$ cat src/rtl/mux_sel_arbiter_pkg.sv
// Shared constants, state encoding and select-to-grant helper for the mux select arbiter.
package mux_arb_pkg;
   localparam int N_REQ = 4;
   localparam int SEL_W = 2;

   typedef enum logic {
      IDLE  = 1'b0,
      GRANT = 1'b1
   } state_t;

   localparam logic [SEL_W-1:0] LAST_RST = 2'd3;

   function automatic logic [N_REQ-1:0] sel2grant(input logic [SEL_W-1:0] s);
      return {{(N_REQ-1){1'b0}}, 1'b1} << s;
   endfunction
endpackage

$ cat src/rtl/mux_sel_arbiter_if.sv
// Requester/consumer bundle for the mux select arbiter; master is the arbiter side.
// The lock signal exists only when MUX_ARB_LOCK_EN is defined.
interface mux_sel_arbiter_if
   import mux_arb_pkg::*;
#(
   parameter int CNT_W = 8
);
   logic [N_REQ-1:0] req;
   logic             out_ready;
`ifdef MUX_ARB_LOCK_EN
   logic             lock;
`endif
   logic [SEL_W-1:0] sel;
   logic             sel_valid;
   logic [N_REQ-1:0] grant;
   logic [CNT_W-1:0] xfer_cnt;

`ifdef MUX_ARB_LOCK_EN
   modport master (input req, out_ready, lock, output sel, sel_valid, grant, xfer_cnt);
   modport slave  (output req, out_ready, lock, input sel, sel_valid, grant, xfer_cnt);
`else
   modport master (input req, out_ready, output sel, sel_valid, grant, xfer_cnt);
   modport slave  (output req, out_ready, input sel, sel_valid, grant, xfer_cnt);
`endif
endinterface

$ cat src/rtl/mux_sel_arbiter_rr_pick4.sv
// Round-robin pick over 4 requests, searching from last+1 upward with wrap.
// Latency: combinational. Backpressure: none.
module rr_pick4
   import mux_arb_pkg::*;
(
   input  logic [N_REQ-1:0] req,
   input  logic [SEL_W-1:0] last,
   output logic [SEL_W-1:0] pick,
   output logic             any
);
   logic [SEL_W-1:0]   start;
   logic [2*N_REQ-1:0] dbl;
   logic [N_REQ-1:0]   rot;
   logic [SEL_W-1:0]   off;

   always_comb begin
      start = last + 2'd1;
      dbl   = {req, req};
      rot   = dbl[start +: N_REQ];
      off   = '0;
      // Descending scan so the lowest rotated index wins.
      for (int j = N_REQ - 1; j >= 0; j--) begin
         if (rot[j]) off = SEL_W'(j);
      end
      pick = start + off;
      any  = |req;
   end
endmodule

$ cat src/rtl/mux_sel_arbiter.sv
// Round-robin select generator for the 4:1 mux; optional owner lock via MUX_ARB_LOCK_EN.
// Latency: 1 cycle from req to sel_valid; back-to-back grants without bubble on transfer.
// Backpressure: sel/grant held while out_ready is low; req changes ignored during a stall.
module mux_sel_arbiter
   import mux_arb_pkg::*;
#(
   parameter int CNT_W = 8
)(
   input  logic              clk,
   input  logic              rst_n,
   mux_sel_arbiter_if.master bus
);
   state_t           state;
   logic [SEL_W-1:0] last;
   logic [SEL_W-1:0] sel_q;
   logic             vld_q;
   logic [N_REQ-1:0] grant_q;
   logic [CNT_W-1:0] cnt_q;

   logic [SEL_W-1:0] arb_last;
   logic [SEL_W-1:0] pick;
   logic             any;
   logic             keep;

   // On a transfer the departing owner becomes the new round-robin origin.
   assign arb_last = (state == GRANT) ? sel_q : last;

`ifdef MUX_ARB_LOCK_EN
   assign keep = bus.lock & bus.req[sel_q];
`else
   assign keep = 1'b0;
`endif

   rr_pick4 u_pick (
      .req  (bus.req),
      .last (arb_last),
      .pick (pick),
      .any  (any)
   );

   always_ff @(posedge clk or negedge rst_n) begin
      if (!rst_n) begin
         state   <= IDLE;
         last    <= LAST_RST;
         sel_q   <= '0;
         vld_q   <= 1'b0;
         grant_q <= '0;
         cnt_q   <= '0;
      end else begin
         case (state)
            IDLE: begin
               if (any) begin
                  sel_q   <= pick;
                  grant_q <= sel2grant(pick);
                  vld_q   <= 1'b1;
                  state   <= GRANT;
               end
            end
            GRANT: begin
               if (bus.out_ready) begin
                  cnt_q <= cnt_q + CNT_W'(1);
                  if (!keep) begin
                     last <= sel_q;
                     if (any) begin
                        sel_q   <= pick;
                        grant_q <= sel2grant(pick);
                     end else begin
                        vld_q   <= 1'b0;
                        grant_q <= '0;
                        state   <= IDLE;
                     end
                  end
               end
            end
            default: state <= IDLE;
         endcase
      end
   end

   assign bus.sel       = sel_q;
   assign bus.sel_valid = vld_q;
   assign bus.grant     = grant_q;
   assign bus.xfer_cnt  = cnt_q;
endmodule
$ cat src/flat_wrapper.sv
// flat-port wrapper written by rule: the top's interface ports become plain ports
module mux_sel_arbiter_flat import mux_arb_pkg::*;
#(
   parameter int CNT_W = 8
)
  (clk, rst_n, bus_req, bus_out_ready, bus_sel, bus_sel_valid, bus_grant, bus_xfer_cnt);
  mux_sel_arbiter_if #(.CNT_W(CNT_W)) bus_i ();
  input  logic clk;
  input  logic rst_n;
  input wire logic [$bits(bus_i.req)-1:0] bus_req;
  input wire logic [$bits(bus_i.out_ready)-1:0] bus_out_ready;
  output wire logic [$bits(bus_i.sel)-1:0] bus_sel;
  output wire logic [$bits(bus_i.sel_valid)-1:0] bus_sel_valid;
  output wire logic [$bits(bus_i.grant)-1:0] bus_grant;
  output wire logic [$bits(bus_i.xfer_cnt)-1:0] bus_xfer_cnt;
  assign bus_i.req = bus_req;
  assign bus_i.out_ready = bus_out_ready;
  assign bus_sel = bus_i.sel;
  assign bus_sel_valid = bus_i.sel_valid;
  assign bus_grant = bus_i.grant;
  assign bus_xfer_cnt = bus_i.xfer_cnt;
  mux_sel_arbiter #(.CNT_W(CNT_W)) u_core (.clk(clk), .rst_n(rst_n), .bus(bus_i));
endmodule
$ cat config.mk
export PLATFORM = sky130hd
export DESIGN_NAME = mux_sel_arbiter_flat
export DESIGN_NICKNAME = d
export VERILOG_FILES = /design/src/rtl/mux_sel_arbiter_pkg.sv /design/src/rtl/mux_sel_arbiter_if.sv /design/src/rtl/mux_sel_arbiter_rr_pick4.sv /design/src/rtl/mux_sel_arbiter.sv /design/src/flat_wrapper.sv
export SDC_FILE = /design/constraint.sdc
export NUM_CORES = 1
export LEC_CHECK = 0
export CORE_ASPECT_RATIO = 0.6
export CORE_MARGIN = 5
export CORE_UTILIZATION = 44
export DETAILED_ROUTE_END_ITERATION = 8
export PLACE_DENSITY = 0.74
export SYNTH_ARGS = -nofsm -noshare
export SYNTH_HDL_FRONTEND = slang
export SYNTH_SLANG_ARGS = --single-unit
$ cat constraint.sdc
create_clock -name clk -period 2.6 [get_ports clk]
set_clock_uncertainty 0.2 [all_clocks]
set_input_delay 0.52 -clock clk [delete_from_list [all_inputs] [get_ports clk]]
set_output_delay 0.52 -clock clk [all_outputs]
set_load 0.03 [all_outputs]
==> run_summary.xml <==
<?xml version="1.0" encoding="UTF-8"?>
<metrics>
  <group name="outcome">
    <metric name="outcome" unit="">complete, but fails checks</metric>
    <metric name="failed_checks" unit="">negative setup slack</metric>
  </group>
  <group name="power_and_ir_drop">
    <metric name="power.leakage" unit="nW">0.680</metric>
    <metric name="pwr_density_cell" unit="nW/um^2">1390</metric>
    <metric name="internal_power" unit="mW">1.25</metric>
    <metric name="power.combinational.fraction" unit="">0.670</metric>
    <metric name="fraction_of_power_consumed_by_sequential_logic" unit="">0.238</metric>
    <metric name="switching_share" unit="">0.422</metric>
    <metric name="irDropWorstVdd" unit="uV">807</metric>
    <metric name="share_clk_of_total_power" unit="">0.093</metric>
    <metric name="netSwitchingPower" unit="mW">0.912</metric>
  </group>
  <group name="sta">
    <metric name="slew_headroom" unit="">0.761</metric>
    <metric name="final.setup.tns" unit="ns">-0.423</metric>
    <metric name="final_hold_viol_count" unit="">0</metric>
    <metric name="final-setup-viol-count" unit="">5</metric>
    <metric name="period_share" unit="">1.04</metric>
    <metric name="worst_slew_pin_slew" unit="ns">0.358</metric>
    <metric name="timing.fmax" unit="MHz">369</metric>
    <metric name="rsz0062_at_grt" unit="">yes</metric>
    <metric name="fin_crit" unit="ns">2.71</metric>
    <metric name="postLayoutSetupSlackWorst" unit="ns">-0.113</metric>
    <metric name="timing.final.max_slew_violations" unit="">0</metric>
  </group>
  <group name="global_routing">
    <metric name="globalRoute.totalOverflow" unit="">0</metric>
    <metric name="antenna_violations_before_repair" unit="">0</metric>
    <metric name="maximum_number_of_pins_on_one_net_before_global_route_repair" unit="">19</metric>
    <metric name="first_global_vias" unit="">912</metric>
    <metric name="wire_length_of_the_first_global_routing_pass" unit="um">4310</metric>
    <metric name="global_route.usage.total" unit="">0.169</metric>
  </group>
  <group name="setup_path">
    <metric name="worstPathArrival" unit="ns">2.64</metric>
    <metric name="critical_path_required" unit="ns">2.52</metric>
    <metric name="timing.critical_path.cells" unit="">xnor2_2 -&gt; mux2_4 -&gt; o32ai_2 -&gt; nand2_1 -&gt; o21ai_2 -&gt; ha_2 -&gt; inv_2 -&gt; o21a_1 -&gt; a211oi_4 -&gt; buf_4 -&gt; o221ai_1</metric>
    <metric name="timing.critical_path.to_type" unit="">flip-flop</metric>
    <metric name="critical-path-max-stage-delay" unit="ns">0.56</metric>
    <metric name="setup.worst_path.class" unit="">flip-flop to flip-flop</metric>
    <metric name="path_max_fanout" unit="">4</metric>
    <metric name="ff2ff_path_depth" unit="">11</metric>
    <metric name="worstSetupStartpointType" unit="">flip-flop</metric>
    <metric name="r2r-end" unit="">u_core.bus.grant[2]</metric>
    <metric name="crit-reg2reg-launch" unit="">u_core.last[1]</metric>
    <metric name="timing.critical_path.slowest_stage_cell" unit="">sky130_fd_sc_hd__dfstp_2</metric>
    <metric name="reg2reg_setup_slack" unit="ns">-0.11</metric>
  </group>
  <group name="clocking">
    <metric name="cts-buffers-inserted" unit="">3</metric>
    <metric name="cts_buffer_depth" unit="">2</metric>
    <metric name="cts.htree.levels" unit="">1</metric>
    <metric name="cts_num_sinks" unit="">18</metric>
    <metric name="clkSlewWorstSetupHoldPaths" unit="ns">0.07</metric>
    <metric name="tritoncts" unit="">yes</metric>
    <metric name="clock-root-buffer" unit="">sky130_fd_sc_hd__clkbuf_8</metric>
    <metric name="clk-insertion-delay-late" unit="ns">0.25</metric>
  </group>
  <group name="route">
    <metric name="wirelength" unit="um">2580</metric>
    <metric name="drcViolationCount" unit="">0</metric>
    <metric name="initialDrtViolationCount" unit="">15</metric>
    <metric name="antenna_violating_nets_post_route" unit="">0</metric>
    <metric name="vias" unit="">880</metric>
    <metric name="route.detailed.wl_per_inst" unit="um">15.4</metric>
    <metric name="detail_route.vias_per_cell" unit="">5.24</metric>
    <metric name="drt_first_pass_iters" unit="">4</metric>
  </group>
  <group name="synthesis">
    <metric name="netlist_area_before_placement" unit="sq um">998</metric>
    <metric name="post_synth_num_cell_types" unit="">31</metric>
    <metric name="syn-mean-instance-area" unit="sq um">10.5</metric>
    <metric name="synth_seq_area_share" unit="">0.454</metric>
    <metric name="ys_seq_elements" unit="">18</metric>
    <metric name="syn_inst" unit="">95</metric>
    <metric name="yosys_warnings" unit="">0</metric>
    <metric name="postSynthNetCount" unit="">104</metric>
  </group>
  <group name="place">
    <metric name="detailedPlace.worstSlack" unit="ns">-0.439</metric>
    <metric name="detailedPlacementHpwl" unit="um">1950</metric>
    <metric name="placement.io_buffers" unit="">21</metric>
    <metric name="detailed_place.area" unit="sq um">1420</metric>
    <metric name="gp_congestion" unit="">0.800</metric>
  </group>
  <group name="die">
    <metric name="die_x" unit="um">71.5</metric>
    <metric name="top_level_ports" unit="">22</metric>
    <metric name="die_height" unit="um">46.9</metric>
    <metric name="rows" unit="">13</metric>
    <metric name="start_util" unit="">0.462</metric>
    <metric name="core_area" unit="sq um">2160</metric>
    <metric name="dieArea" unit="sq um">3350</metric>
  </group>
  <group name="hold_path">
    <metric name="hold_depth" unit="">1</metric>
    <metric name="min-delay-start" unit="">u_core.bus.xfer_cnt[7]</metric>
    <metric name="hold_class" unit="">flip-flop to flip-flop</metric>
    <metric name="min_delay_worst_endpoint" unit="">u_core.bus.xfer_cnt[7]</metric>
  </group>
  <group name="finish">
    <metric name="final_design_area_no_fill" unit="sq um">1550</metric>
    <metric name="syn2layout_area_growth" unit="%">55.1</metric>
    <metric name="num-nets-final" unit="">148</metric>
    <metric name="final_core_utilization" unit="">0.716</metric>
    <metric name="antennaDiodeCount" unit="">0</metric>
    <metric name="final.fill_count" unit="">164</metric>
    <metric name="fraction_of_layout_cells_with_a_size_suffix_above_1" unit="">0.377</metric>
  </group>
  <group name="flow_run">
    <metric name="drv.max_cap_violation_count" unit="">0</metric>
  </group>
</metrics>
worst max path at each step:
stage,cells after the start,startpoint,to
3_5_place_dp,12,bus_req[0],u_core.bus.grant[3]
6_report,11,u_core.last[1],u_core.bus.grant[2]
2_1_floorplan,11,u_core.bus.sel[0],u_core.bus.grant[3]
4_1_cts,11,u_core.last[1],u_core.bus.grant[1]
5_1_grt,11,u_core.state,u_core.bus.grant[3]
3_3_place_gp,13,bus_req[0],u_core.bus.grant[3]
layout make-up:
| type | instances | area [sq um] | area share |
|---|---|---|---|
| Inverter | 2 | 7.51 | 0.00485 |
| Sequential cell | 18 | 455 | 0.294 |
| Multi-Input combinational cell | 74 | 639 | 0.413 |
| Tap cell | 30 | 37.5 | 0.0242 |
| Clock buffer | 4 | 45.0 | 0.0291 |
| Timing Repair Buffer | 40 | 364 | 0.235 |
power by group through the flow:
| stage | clock (mW) | combinational, mW | sequential, mW |
|---|---|---|---|
| floorplan | 0 | 0.614 | 0.689 |
| global placement | 0 | 1.20 | 0.507 |
| detailed placement | 0 | 1.24 | 0.511 |
| CTS | 0.203 | 1.42 | 0.514 |
| global route | 0.218 | 1.54 | 0.534 |
| finish | 0.201 | 1.45 | 0.513 |
state kept, by name, indices dropped and copies added, names as in the netlist:
register / flops
u_core.bus.grant: 4
u_core.bus.sel: 2
u_core.bus.sel_valid: 1
u_core.bus.xfer_cnt: 8
u_core.last: 2
u_core.state: 1
cells in the final DEF (no fill, tap or decap), types with 3 or more instances in the layout:
cell and n:
sky130_fd_sc_hd__nand3_1 4, sky130_fd_sc_hd__nand2_1 11, sky130_fd_sc_hd__buf_4 18, sky130_fd_sc_hd__xor2_1 3, sky130_fd_sc_hd__dfrtp_1 14, sky130_fd_sc_hd__and3_1 4, sky130_fd_sc_hd__clkbuf_8 3, sky130_fd_sc_hd__nor2_1 9
sky130_fd_sc_hd__xnor2_1 4, sky130_fd_sc_hd__mux2_2 5, sky130_fd_sc_hd__dlymetal6s2s_1 3, sky130_fd_sc_hd__clkdlybuf4s50_1 18
stage by stage:
step,power (mW),hold slack (ns),instances
2_1_floorplan,1.30,0.0244,95
3_3_place_gp,1.71,0.261,161
3_5_place_dp,1.76,0.268,161
4_1_cts,2.14,0.279,168
5_1_grt,2.29,0.294,168
6_report,2.16,0.277,168
per-layer routing:
| layer | vias up | part of all wire | wire length, um | GRT usage |
|---|---|---|---|---|
| met4 | 0 | 0.0031 | 8 | 0.0337 |
| li1 | 435 | - | - | - |
| met3 | 2 | 0.027 | 69 | 0.0406 |
| met2 | 14 | 0.48 | 1250 | 0.301 |
| met5 | - | 0 | 0 | 0 |
| met1 | 429 | 0.48 | 1250 | 0.215 |
cells by family (layout without fill, tap and decap cells):
| family | count (synthesis) | count (layout) | share of synthesized area |
|---|---|---|---|
| fa+ha+maj | 2 | 2 | 0.0251 |
| xor+xnor | 9 | 9 | 0.0790 |
| compound gates | 21 | 21 | 0.177 |
| flops | 18 | 18 | 0.454 |
| mux | 9 | 9 | 0.103 |
| simple gates | 33 | 33 | 0.152 |
| buf+inv | 3 | 46 | 0.0113 |
what timing repair did:
action,CTS,global route
hold buffers,0,0
pin swaps,6,6
buffers inserted,3,0
endpoints found under the setup margin,5,5
gates resized for setup,8,6
synth_stat cells:
library cell	instances	area (sq um)
sky130_fd_sc_hd__nand2_1	11	41.3
sky130_fd_sc_hd__nor2_1	9	33.8
sky130_fd_sc_hd__nand3b_1	1	7.51
sky130_fd_sc_hd__nand3_1	4	20.0
sky130_fd_sc_hd__nor2b_1	1	6.26
sky130_fd_sc_hd__inv_1	2	7.51
sky130_fd_sc_hd__a211oi_2	1	12.5
sky130_fd_sc_hd__o2bb2a_4	1	20.0
sky130_fd_sc_hd__a211o_1	2	17.5
sky130_fd_sc_hd__o21ai_0	2	10.0
sky130_fd_sc_hd__o21a_1	1	7.51
sky130_fd_sc_hd__and3_1	4	25.0
sky130_fd_sc_hd__nand2b_1	1	6.26
sky130_fd_sc_hd__clkbuf_1	1	3.75
sky130_fd_sc_hd__a2bb2oi_1	1	8.76
sky130_fd_sc_hd__a31oi_1	1	6.26
sky130_fd_sc_hd__a22oi_1	2	15.0
sky130_fd_sc_hd__mux2_2	6	67.6
sky130_fd_sc_hd__dfrtp_1	16	400
sky130_fd_sc_hd__xnor2_1	6	52.6
sky130_fd_sc_hd__o32ai_1	1	8.76
sky130_fd_sc_hd__nor3_1	1	5.00
sky130_fd_sc_hd__a21oi_1	4	20.0
sky130_fd_sc_hd__nor4_1	1	6.26
sky130_fd_sc_hd__o221ai_1	4	35.0
sky130_fd_sc_hd__ha_1	2	25.0
sky130_fd_sc_hd__mux2_4	1	15.0
sky130_fd_sc_hd__mux2i_1	2	20.0
sky130_fd_sc_hd__dfstp_2	2	52.6
sky130_fd_sc_hd__xor2_1	3	26.3
sky130_fd_sc_hd__a2111oi_2	1	15.0
worst max-delay path, delay by kind of cell (launching register included):
family                   cells  cell delay [ns]
XOR/XNOR                     1             0.09
buffers and inverters        2             0.25
multiplexers                 1             0.31
adder cells (fa/ha/maj)      1             0.19
AO/OA/AOI/OAI                5             0.90
AND/OR/NAND/NOR              1             0.09
flip-flops                   1             0.56
Power figures use the tool's default switching activity.
